`config.mk`:
```
export PLATFORM = sky130hd
export DESIGN_NAME = an_tx_tone_gen
export DESIGN_NICKNAME = d
export VERILOG_FILES = /design/src/rtl/an_tx_tone_gen.sv
export SDC_FILE = /design/constraint.sdc
export NUM_CORES = 1
export LEC_CHECK = 0
export BUFFER_PORTS_ARGS = -buffer_cell sky130_fd_sc_hd__buf_4
export CAP_MARGIN = 30
export CORE_ASPECT_RATIO = 1.4
export CORE_MARGIN = 4
export CORE_UTILIZATION = 55
export DETAILED_ROUTE_END_ITERATION = 6
export GPL_ROUTABILITY_DRIVEN = 0
export MAX_ROUTING_LAYER = met4
export PLACE_DENSITY = 0.74
export SLEW_MARGIN = 20
export SYNTH_ARGS = -nofsm -noshare
export SYNTH_HDL_FRONTEND = slang
export SYNTH_SLANG_ARGS = --single-unit
```
`constraint.sdc`:
```
create_clock -name CK_i -period 7.4 [get_ports CK_i]
set_input_delay 1.48 -clock CK_i [delete_from_list [all_inputs] [get_ports CK_i]]
set_output_delay 1.48 -clock CK_i [all_outputs]
set_load 0.01 [all_outputs]
```
`src/rtl/an_tx_tone_gen.sv`:
```
// an_tx_tone_gen: on-off keyed triangle-tone transmitter for the analog link.
// Sends LEAD, 8 data bits MSB first and STOP as tone/no-tone symbols on a 1-bit PDM stream.
module an_tx_tone_gen #(
   parameter int unsigned C_CK_Fs     = 48_000_000,
   parameter int unsigned C_DIV       = 16,
   parameter int unsigned C_PH_INC    = 2461,
   parameter int unsigned C_SYM_TICKs = 300_000
) (
   input  logic        CK_i,
   input  logic        ARST_i,
   input  logic        REQ_i,
   input  logic [7:0]  DATs_i,
   input  logic [11:0] LVs_i,
   output logic        BUSY_o,
   output logic        DONE_o,
   output logic        KEY_o,
   output logic        PDM_o
);
   localparam int unsigned CNT_W = (C_DIV > 1) ? $clog2(C_DIV) : 1;
   localparam int unsigned SYM_W = (C_SYM_TICKs > 1) ? $clog2(C_SYM_TICKs) : 1;
   localparam int unsigned PH_W  = 24;
   localparam int unsigned SMP_W = 12;
   localparam int unsigned DAT_W = 8;

   // Reject configurations the tick and symbol counters cannot represent.
   if (C_DIV < 2 || C_SYM_TICKs < 1 || C_CK_Fs < C_DIV) begin : g_bad_cfg
      $error("an_tx_tone_gen: invalid C_CK_Fs/C_DIV/C_SYM_TICKs");
   end

   typedef enum logic [1:0] {S_IDLE, S_LEAD, S_BITS, S_STOP} state_t;

   state_t             state_q, state_d;
   logic [CNT_W-1:0]   cnt_q, cnt_d;
   logic [SYM_W-1:0]   sym_q, sym_d;
   logic [2:0]         bit_q, bit_d;
   logic [PH_W-1:0]    ph_q, ph_d;
   logic [SMP_W-1:0]   acc_q, acc_d;
   logic [DAT_W-1:0]   dat_q, dat_d;
   logic [SMP_W-1:0]   lv_q, lv_d;
   logic               busy_q, busy_d;
   logic               done_q, done_d;
   logic               key_q, key_d;
   logic               pdm_q, pdm_d;

   logic               tick_c;
   logic               sym_end_c;
   logic [2:0]         bit_dn_c;
   logic [SMP_W-1:0]   tri_c;
   logic signed [12:0] s_c;
   logic signed [24:0] prod_c;
   logic [SMP_W-1:0]   x_c;
   logic [SMP_W:0]     sum_c;

   assign tick_c    = (cnt_q == CNT_W'(C_DIV - 1));
   assign sym_end_c = (sym_q == SYM_W'(C_SYM_TICKs - 1));
   assign bit_dn_c  = bit_q - 3'd1;

   // Triangle from the phase MSBs, scaled by the latched level around mid-scale.
   assign tri_c  = ph_q[23] ? ~ph_q[22:11] : ph_q[22:11];
   assign s_c    = $signed({1'b0, tri_c}) - 13'sd2048;
   assign prod_c = 25'(s_c) * 25'($signed({1'b0, lv_q}));
   assign x_c    = key_q ? 12'(13'sd2048 + 13'(prod_c >>> 12)) : 12'd2048;
   assign sum_c  = {1'b0, acc_q} + {1'b0, x_c};

   always_comb begin
      state_d = state_q;
      cnt_d   = tick_c ? '0 : cnt_q + CNT_W'(1);
      sym_d   = sym_q;
      bit_d   = bit_q;
      ph_d    = ph_q;
      acc_d   = acc_q;
      pdm_d   = pdm_q;
      dat_d   = dat_q;
      lv_d    = lv_q;
      busy_d  = busy_q;
      done_d  = 1'b0;
      key_d   = key_q;

      // Oscillator and modulator run on every tick, idle or not.
      if (tick_c) begin
         ph_d           = ph_q + PH_W'(C_PH_INC);
         {pdm_d, acc_d} = sum_c;
      end

      if (state_q != S_IDLE && tick_c) begin
         sym_d = sym_end_c ? '0 : sym_q + SYM_W'(1);
      end

      case (state_q)
         S_IDLE: begin
            if (REQ_i) begin
               state_d = S_LEAD;
               cnt_d   = '0;
               ph_d    = '0;
               sym_d   = '0;
               dat_d   = DATs_i;
               lv_d    = LVs_i;
               busy_d  = 1'b1;
               key_d   = 1'b1;
            end
         end
         S_LEAD: begin
            if (tick_c && sym_end_c) begin
               state_d = S_BITS;
               bit_d   = 3'd7;
               key_d   = dat_q[7];
            end
         end
         S_BITS: begin
            if (tick_c && sym_end_c) begin
               if (bit_q == 3'd0) begin
                  state_d = S_STOP;
                  key_d   = 1'b0;
               end else begin
                  bit_d = bit_dn_c;
                  key_d = dat_q[bit_dn_c];
               end
            end
         end
         S_STOP: begin
            if (tick_c && sym_end_c) begin
               state_d = S_IDLE;
               busy_d  = 1'b0;
               done_d  = 1'b1;
            end
         end
         default: state_d = S_IDLE;
      endcase
   end

   always_ff @(posedge CK_i or posedge ARST_i) begin
      if (ARST_i) begin
         state_q <= S_IDLE;
         cnt_q   <= '0;
         sym_q   <= '0;
         bit_q   <= '0;
         ph_q    <= '0;
         acc_q   <= '0;
         dat_q   <= '0;
         lv_q    <= '0;
         busy_q  <= 1'b0;
         done_q  <= 1'b0;
         key_q   <= 1'b0;
         pdm_q   <= 1'b0;
      end else begin
         state_q <= state_d;
         cnt_q   <= cnt_d;
         sym_q   <= sym_d;
         bit_q   <= bit_d;
         ph_q    <= ph_d;
         acc_q   <= acc_d;
         dat_q   <= dat_d;
         lv_q    <= lv_d;
         busy_q  <= busy_d;
         done_q  <= done_d;
         key_q   <= key_d;
         pdm_q   <= pdm_d;
      end
   end

   assign BUSY_o = busy_q;
   assign DONE_o = done_q;
   assign KEY_o  = key_q;
   assign PDM_o  = pdm_q;
endmodule

```
# Word level (Yosys, flattened, before mapping)
# Cells that the tools add are included.
# word_totals
regBits	88
# classes
add_sub_neg	7
multipliers	1
magnitude_cmp	1
n_eq_ne	11
n_mux	33
n_bitwise	1
n_reduce_logical	13
# op_table
operator	n
19-bit two-way mux	4
24-bit two-way mux	3
24-bit by 12-bit adder with 24-bit output, second input constant	1
13-bit by 13-bit multiplier with 24-bit output	1
12-bit two-way mux	2
19-bit by 1-bit adder with 19-bit output, second input constant	1
19-bit == test, second input constant	1
12-bit by 12-bit adder with 13-bit output	1
12-bit by 12-bit subtractor with 13-bit output, second input constant	1
12-bit adder, first input constant	1
4-bit two-way mux	3
2-bit inequality test, second input constant	6
12-bit inverter	1
2-bit two-way mux	5
3-bit two-way mux	3
1-bit two-way mux	8
2-bit case mux with 4 select lines	1
4-bit AND reduction	2
3-bit case mux with 2 select lines	1
2-bit nonzero test	3
5-bit AND reduction	1
4-bit by 1-bit adder with 4-bit output, second input constant	1
2-bit == test, second input constant	2
4-bit == test, second input constant	1
12 further kinds	13

# Logic depth before layout (Yosys ltp)
# Gate-level depths: netlist (run 1).
# logic_depth
depth_word	7
mapped_depth	32
ltp_nobuf	29

# Worst setup path before layout (run 1)
# OpenSTA, ideal clock, no wires.
# synth_timing
kind	flip-flop to flip-flop
from	register ph_q[23]
to	register pdm_q (netlist: PDM_o)
arrival_ps	7030
t_required_ps	7271
path_slack_ps	241
stages_incl_launch_ff	32
n_path_buf	3
period_less_slack_ps	7159
cell_sequence	dfrtp_1 -> buf_4 -> buf_2 -> xor2_1 -> clkbuf_1 -> and2_1 -> fa_1 -> inv_1 -> fa_1 -> inv_1 -> fa_1 -> inv_1 -> fa_1 -> inv_1 -> fa_1 -> ha_1 -> a211oi_1 -> o21ai_0 -> o211ai_2 -> o21ai_0 -> a21oi_1 -> xor2_1 -> nor2_1 -> ha_1 -> nor2b_1 -> o21ai_1 -> nand2_1 -> a21o_1 -> a21o_1 -> a311oi_1 -> o21ai_1 -> o41a_1
# synth_between
elab_chain_cells	6
# synth_rtl
element	line_no	text
start: declaration	36	logic [PH_W-1:0] ph_q, ph_d;
start signal: assignment	150	ph_q <= ph_d;
12-bit two-way mux	59	assign tri_c = ph_q[23] ? ~ph_q[22:11] : ph_q[22:11];
12-bit by 12-bit subtractor with 13-bit output	60	assign s_c = $signed({1'b0, tri_c}) - 13'sd2048;
13-bit by 13-bit multiplier with 24-bit output	61	assign prod_c = 25'(s_c) * 25'($signed({1'b0, lv_q}));
12-bit adder	62	assign x_c = key_q ? 12'(13'sd2048 + 13'(prod_c >>> 12)) : 12'd2048;
12-bit two-way mux	62	
12-bit by 12-bit adder with 13-bit output	63	assign sum_c = {1'b0, acc_q} + {1'b0, x_c};
end signal: assignment	157	pdm_q <= pdm_d;
end: declaration	43	logic pdm_q, pdm_d;
# Every way passes these cells.
# A chain may end at the register's enable or synchronous reset.

# Worst setup path after layout (run 1)
# layout_timing
from	register ph_q[23]
to	register acc_q[10]
# layout_between
elab_chain_cells	6
# layout_rtl
element	line_no	text
12-bit two-way mux	59	
12-bit by 12-bit subtractor with 13-bit output	60	
13-bit by 13-bit multiplier with 24-bit output	61	
12-bit adder	62	
12-bit two-way mux	62	
12-bit by 12-bit adder with 13-bit output	63	
end signal: assignment	138	acc_q <= '0;
end signal: assignment	151	acc_q <= acc_d;
end: declaration	37	logic [SMP_W-1:0] acc_q, acc_d;
# Every way passes these cells.

==> results of run 1 <==
==> where the power goes <==
part / switching, uW / total [uW] / internal [uW]
Clock: 222 / 526 / 303
Combinational: 11.4 / 19.2 / 7.86
Sequential: 0 / 481 / 481
Total: 233 / 1030 / 792
==> logic make-up after synthesis <==
family          synth area share
simple gates               0.196
buf+inv                   0.0915
fa+ha+maj                  0.361
compound gates            0.0649
flops                      0.220
xor+xnor                  0.0595
mux                      0.00663
==> metrics by stage <==
stage,power (uW),TNS [ns],instances
CTS,1040,0,1371
finish,1030,0,1372
global placement,510,0,1353
floorplan,498,0,1106
global route,1060,-0.101,1372
detailed placement,510,-0.0582,1354
==> final timing paths <==
check,start,depth (start not counted),to
max in group asynchronous,ARST_i,3,ph_q[23]$_DFF_PP0_
worst max register to register,ph_q[23]$_DFF_PP0_,30,acc_q[10]$_DFFE_PP0N_
worst min register to register,dat_q[1]$_DFFE_PP0P_,2,dat_q[1]$_DFFE_PP0P_
worst max-delay path,ph_q[23]$_DFF_PP0_,30,acc_q[10]$_DFFE_PP0N_
worst min-delay path,dat_q[1]$_DFFE_PP0P_,2,dat_q[1]$_DFFE_PP0P_
min in group asynchronous,ARST_i,2,sym_q[12]$_DFF_PP0_
==> state kept, by name, indices dropped and copies added (netlist names) <==
| name | cells |
|---|---|
| dat_q | 8 |
| state_q | 2 |
| DONE_o | 1 |
| lv_q | 12 |
| BUSY_o | 1 |
| KEY_o | 1 |
| bit_q | 3 |
| PDM_o | 1 |
| ph_q | 24 |
| sym_q | 19 |
| acc_q | 12 |
| cnt_q | 4 |
==> repair_timing <==
item / 4_1_cts / 5_1_grt
endpoints found under the setup margin: 2 / 6
resized for setup: 2 / 24
pin swaps: 1 / 6
buffers inserted: 1 / 1
==> worst max-delay path, delay by kind of cell (launching register included) <==
kind,cells,cell delay (ns)
AOI/OAI and AO/OA,9,1.88
DFF,1,0.45
buffers and inverters,6,0.44
xor gates and xnor gates,2,0.33
and+or+nand+nor,5,0.63
adders and majority gates,8,3.27
==> cell type report <==
cell class / instances / area share
Tap cell: 240 / 0.0274
Multi-Input combinational cell: 778 / 0.636
Inverter: 198 / 0.0678
Clock inverter: 7 / 0.00980
Clock buffer: 9 / 0.0205
Sequential cell: 88 / 0.201
Timing Repair Buffer: 52 / 0.0374
==> layer usage <==
layer	wire length, microns	vias up	track usage
met4	900	0	0.116
met2	10700	137	0.385
met5	0	-	-
li1	-	3455	-
met3	512	57	0.0196
met1	8040	3560	0.264
==> placed cells by master (no fill, tap or decap), drive strengths merged, types with 21 or more instances in the layout <==
cell / Yosys / routed
nand2: 179 / 179
xnor2: 26 / 26
and2: 73 / 73
o21ai: 40 / 40
fa: 135 / 135
dfrtp: 88 / 88
xor2: 42 / 42
nand3: 21 / 21
ha: 73 / 73
nor2: 63 / 63
a21oi: 28 / 28
inv: 198 / 201
buf: 7 / 52
==> qor.yml, run 1 <==
grt_pass1_wl_mm: 36.0
dieArea_sq_um: 20400
relSlewSlack: 0.390
setup_ws_ns: 0.274
n_fill_cell: 1513
synthTopCellsByCount: "198 x inv_1, 177 x nand2_1, 135 x fa_1"
crit_fanout: 5
syn_to_final_growth_pct: 9.74
yosysWarnings: 0
path_class: "register to register"
seq_area_frac_synth: 0.220
grt.total_usage: 0.226
drv_cap: 0
drv_slew: 0
rows: 58
p_per_area_nw_per_um2: 93.4
ir_drop_uv: 133
path_clk_slew_ns: 0.07
path_common_cell: "fa_1"
drcViolationCount: 0
cts.sinks: 88
cts-root-buf: "clkbuf_16"
core_sq_um: 17900
reg2reg_slack_ns: 0.27
ctsHoldBuffers: 0
hold_viol_final: 0
skew_ns: 0.0141
yosys-top-cells-area: "fa_1 27%, dfrtp_1 22%, ha_1 9.1%, inv_1 7.4%, nand2_1 6.6%"
cts_buffer_depth: 2
placed_area_sq_um: 10500
synth.distinct_cells: 64
ys.flop_type: "dfrtp_1"
vias: 7209
synth_fp_nets: 1337
ant_nets: 0
ff_latch_area_sq_um: 2200
start_util: 0.558
dr.pass1.iters: 5
wirelength_mm: 20.2
cp_slowest_stage_delay_ns: 0.55
hold_class: "register to register"
layout-drive-gt1-share: 0.102
dp_slack_ns: -0.0582
synth-seq-cells: 88
clk_latency_ns: 0.36
numCtsBuffers: 9
setup_viol: 0
synth_edf_count: 0
syn_area_per_cell_sq_um: 9.05
post-route-period-util: 0.963
end_kind: "register"
synth.most_common_cell: "inv_1"
fin_area_sq_um: 11000
synth_top_area_cell: "fa_1"
num_io_pins: 27
grt_overflow: 0
required_ns: 7.62
hold_ws_ns: 0.472
cts_tree: "built"
drtIter0Drc: 303
crit_path_top_delay_cell: "fa_1"
multi_input_area_sq_um: 6990
synth.cell_area_sq_um: 10000
hpwl_mm: 16.0
wl_per_cell_microns: 14.7
antenna_found_initial: 0
period_minus_slack_ns: 7.13
start_kind: "register"
ctsHtreeMaxLevel: 3
grt_max_degree: 49
outcome: "complete, no violations"
grt_pass1_vias: 7855
fmax_mhz: 140
final_core_util: 0.613
fp.dieH_microns: 168
async_reset_ff_frac: 1.00
worst_slew_pin_slew_ns: 0.915
power_leakage_uw: 0.00574
synth_cells: 1106
worstPathArrival_ns: 7.34
viasPerCell: 5.25
diodes: 0
port-buffer-count: 26
nets: 1358
synth_top_area_share: 0.270
dieWidth_microns: 122
Power figures use the tool's default switching activity.
==> run 2, diff against run 1 <==
--- a/config.mk
+++ b/config.mk
@@ -12,7 +12,6 @@
 export CORE_UTILIZATION = 55
 export DETAILED_ROUTE_END_ITERATION = 6
 export GPL_ROUTABILITY_DRIVEN = 0
-export MAX_ROUTING_LAYER = met4
 export PLACE_DENSITY = 0.74
 export SLEW_MARGIN = 20
 export SYNTH_ARGS = -nofsm -noshare
==> run 2 against run 1 <==
Core utilization did not move. Sequential power barely moved. Critical endpoint unchanged. Die area did not move. Global-route usage fell by 0.64 points. Clock-buffer cell count did not move. Hold slack barely moved. Final cell count did not move. Critical path type unchanged. First-iteration DRC count fell by 5.9%.
==> qor.yml, run 2 (synthesis gave the netlist of run 1 again) <==
worstHoldPathCells: 2  # unchanged
nets: 1358  # unchanged
rows: 58  # unchanged
power_leakage_uw: 0.00574  # unchanged
diodes: 0  # unchanged
port-buffer-count: 26  # unchanged
p_per_area_nw_per_um2: 93.5  # about the same
cp_slowest_stage_delay_ns: 0.55  # about the same
dr.pass1.iters: 4  # -1
ant_nets: 0  # unchanged
numCtsBuffers: 9  # unchanged
hold_end: "dat_q[1]$_DFFE_PP0P_"
hold_viol_final: 0  # unchanged
ctsHtreeMaxLevel: 3  # unchanged
syn_to_final_growth_pct: 9.74  # unchanged
antenna_found_initial: 0  # unchanged
start_util: 0.558  # unchanged
hp-start: "dat_q[1]$_DFFE_PP0P_"
wl_per_cell_microns: 14.7  # about the same
cts_buffer_depth: 2  # unchanged
final_core_util: 0.613  # unchanged
drv_slew: 0  # unchanged
period_minus_slack_ns: 7.11  # -0.0125 ns
hold_class: "register to register"
reg2reg_slack_ns: 0.29  # about the same
cts_tree: "built"
cts.sinks: 88  # unchanged
top_regs: "ph_q x24, sym_q x19"
ir_drop_uv: 133  # about the same
drv_cap: 0  # unchanged
largest_reg_flops: 24  # unchanged
layout-drive-gt1-share: 0.102  # unchanged
relSlewSlack: 0.388  # -0.00138
dieArea_sq_um: 20400  # unchanged
core_sq_um: 17900  # unchanged
grt_pass1_wl_mm: 36.0  # about the same
grt_overflow: 0  # unchanged
hpwl_mm: 16.0  # unchanged
path_clk_slew_ns: 0.07  # about the same
vias: 7195  # -0.19%
drtIter0Drc: 285  # -5.9%
layout_common_cells: "196 x inv_1, 177 x nand2_1, 134 x fa_1"
n_fill_cell: 1513  # unchanged
worst_slew_pin_slew_ns: 0.917  # +0.00206 ns
grt.total_usage: 0.219  # -0.00644
finalNonFillerCells: 1372  # unchanged
hold_ws_ns: 0.472  # -0.000148 ns
viasPerCell: 5.24  # -0.19%
grt_pass1_vias: 7857  # +0.025%
post-route-period-util: 0.961  # -0.00168
skew_ns: 0.0123  # -0.00180 ns
cts-root-buf: "clkbuf_16"
fp.dieH_microns: 168  # unchanged
wirelength_mm: 20.2  # about the same
critPathBufInv: 5  # -1
fmax_mhz: 141  # +0.18%
grt_max_degree: 49  # unchanged
dieWidth_microns: 122  # unchanged
worstPathArrival_ns: 7.33  # about the same
r2r_start: "ph_q[23]$_DFF_PP0_"
cp_top_family: "adder cells"
num_io_pins: 27  # unchanged
crit_fanout: 5  # unchanged
power_uw: 1030  # about the same
setup_viol: 0  # unchanged
top_register: "ph_q"
layout_commonest_cell: "inv_1"
start_kind: "register"
path_class: "register to register"
path_common_cell: "fa_1"
dp.cells: 1354  # unchanged
outcome: "complete, no violations"
r2r_end: "acc_q[10]$_DFFE_PP0N_"
ctsHoldBuffers: 0  # unchanged
clk_latency_ns: 0.36  # about the same
crit_path_top_delay_cell: "fa_1"
drcViolationCount: 0  # unchanged
required_ns: 7.62  # about the same
end_kind: "register"
worstRegToRegCells: 29  # -3.3%
==> run 2: cell counts in the layout (fill, tap and decap cells not counted) <==
No cell type changed its count.
==> run 2: cell type report <==
| type | count | area, sq um | share of cell area |
|---|---|---|---|
| clock inverters | 7 | 108 | 0.00980 |
| flip-flops and latches | 88 | 2200 | 0.201 |
| multi-input cells | 778 | 6990 | 0.636 |
| inverters | 198 | 744 | 0.0678 |
| repair buffers | 52 | 410 | 0.0374 |
| well taps | 240 | 300 | 0.0274 |
| clock buffers | 9 | 225 | 0.0205 |
==> run 2: power breakdown <==
part / switching, uW / leakage [uW] / internal [uW]
clock: 223 / 0.000160 / 303
sequential: 0 / 0.00114 / 481
combinational: 11.4 / 0.00444 / 7.86
==> run 2: what timing repair did <==
item                                    4_1_cts  5_1_grt
gates cloned                                  0        0
gates resized for setup                       2       24
pin swaps                                     1        6
endpoints found under the setup margin        2        6
setup buffers                                 1        1
==> run 2: how the worst max path moves through the flow <==
stage	startpoint	end	slack, ns	cells past startpoint
2_1_floorplan	ph_q[23]$_DFF_PP0_	PDM_o$_DFFE_PP0N_	0.24	31
3_3_place_gp	ph_q[23]$_DFF_PP0_	PDM_o$_DFFE_PP0N_	0.14	27
3_5_place_dp	ph_q[23]$_DFF_PP0_	PDM_o$_DFFE_PP0N_	-0.06	29
4_1_cts	ph_q[23]$_DFF_PP0_	PDM_o$_DFFE_PP0N_	0.01	29
5_1_grt	ph_q[23]$_DFF_PP0_	acc_q[11]$_DFFE_PP0N_	-0.04	29
6_report	ph_q[23]$_DFF_PP0_	acc_q[10]$_DFFE_PP0N_	0.29	29
==> run 2: per-layer routing <==
layer	up-vias	global-route usage	wire length, microns
met4	0	0.116	917
met3	53	0.0199	564
li1	3456	-	-
met5	-	0	0
met2	138	0.385	10700
met1	3548	0.264	8020
==> run 2: metrics by stage <==
stage               setup TNS, ns  area (sq um)  setup WS [ns]
floorplan                       0         10000          0.241
global placement                0         10500          0.145
detailed placement        -0.0582         10500        -0.0582
CTS                             0         10900         0.0135
global route               -0.101         11000        -0.0421
finish                          0         11000          0.286
==> run 2: tightest hold or removal path, cell delays in order (launching register included) <==
cell,delay [ns]
dfrtp_1,0.34
nand2_1,0.05
nand2_1,0.05
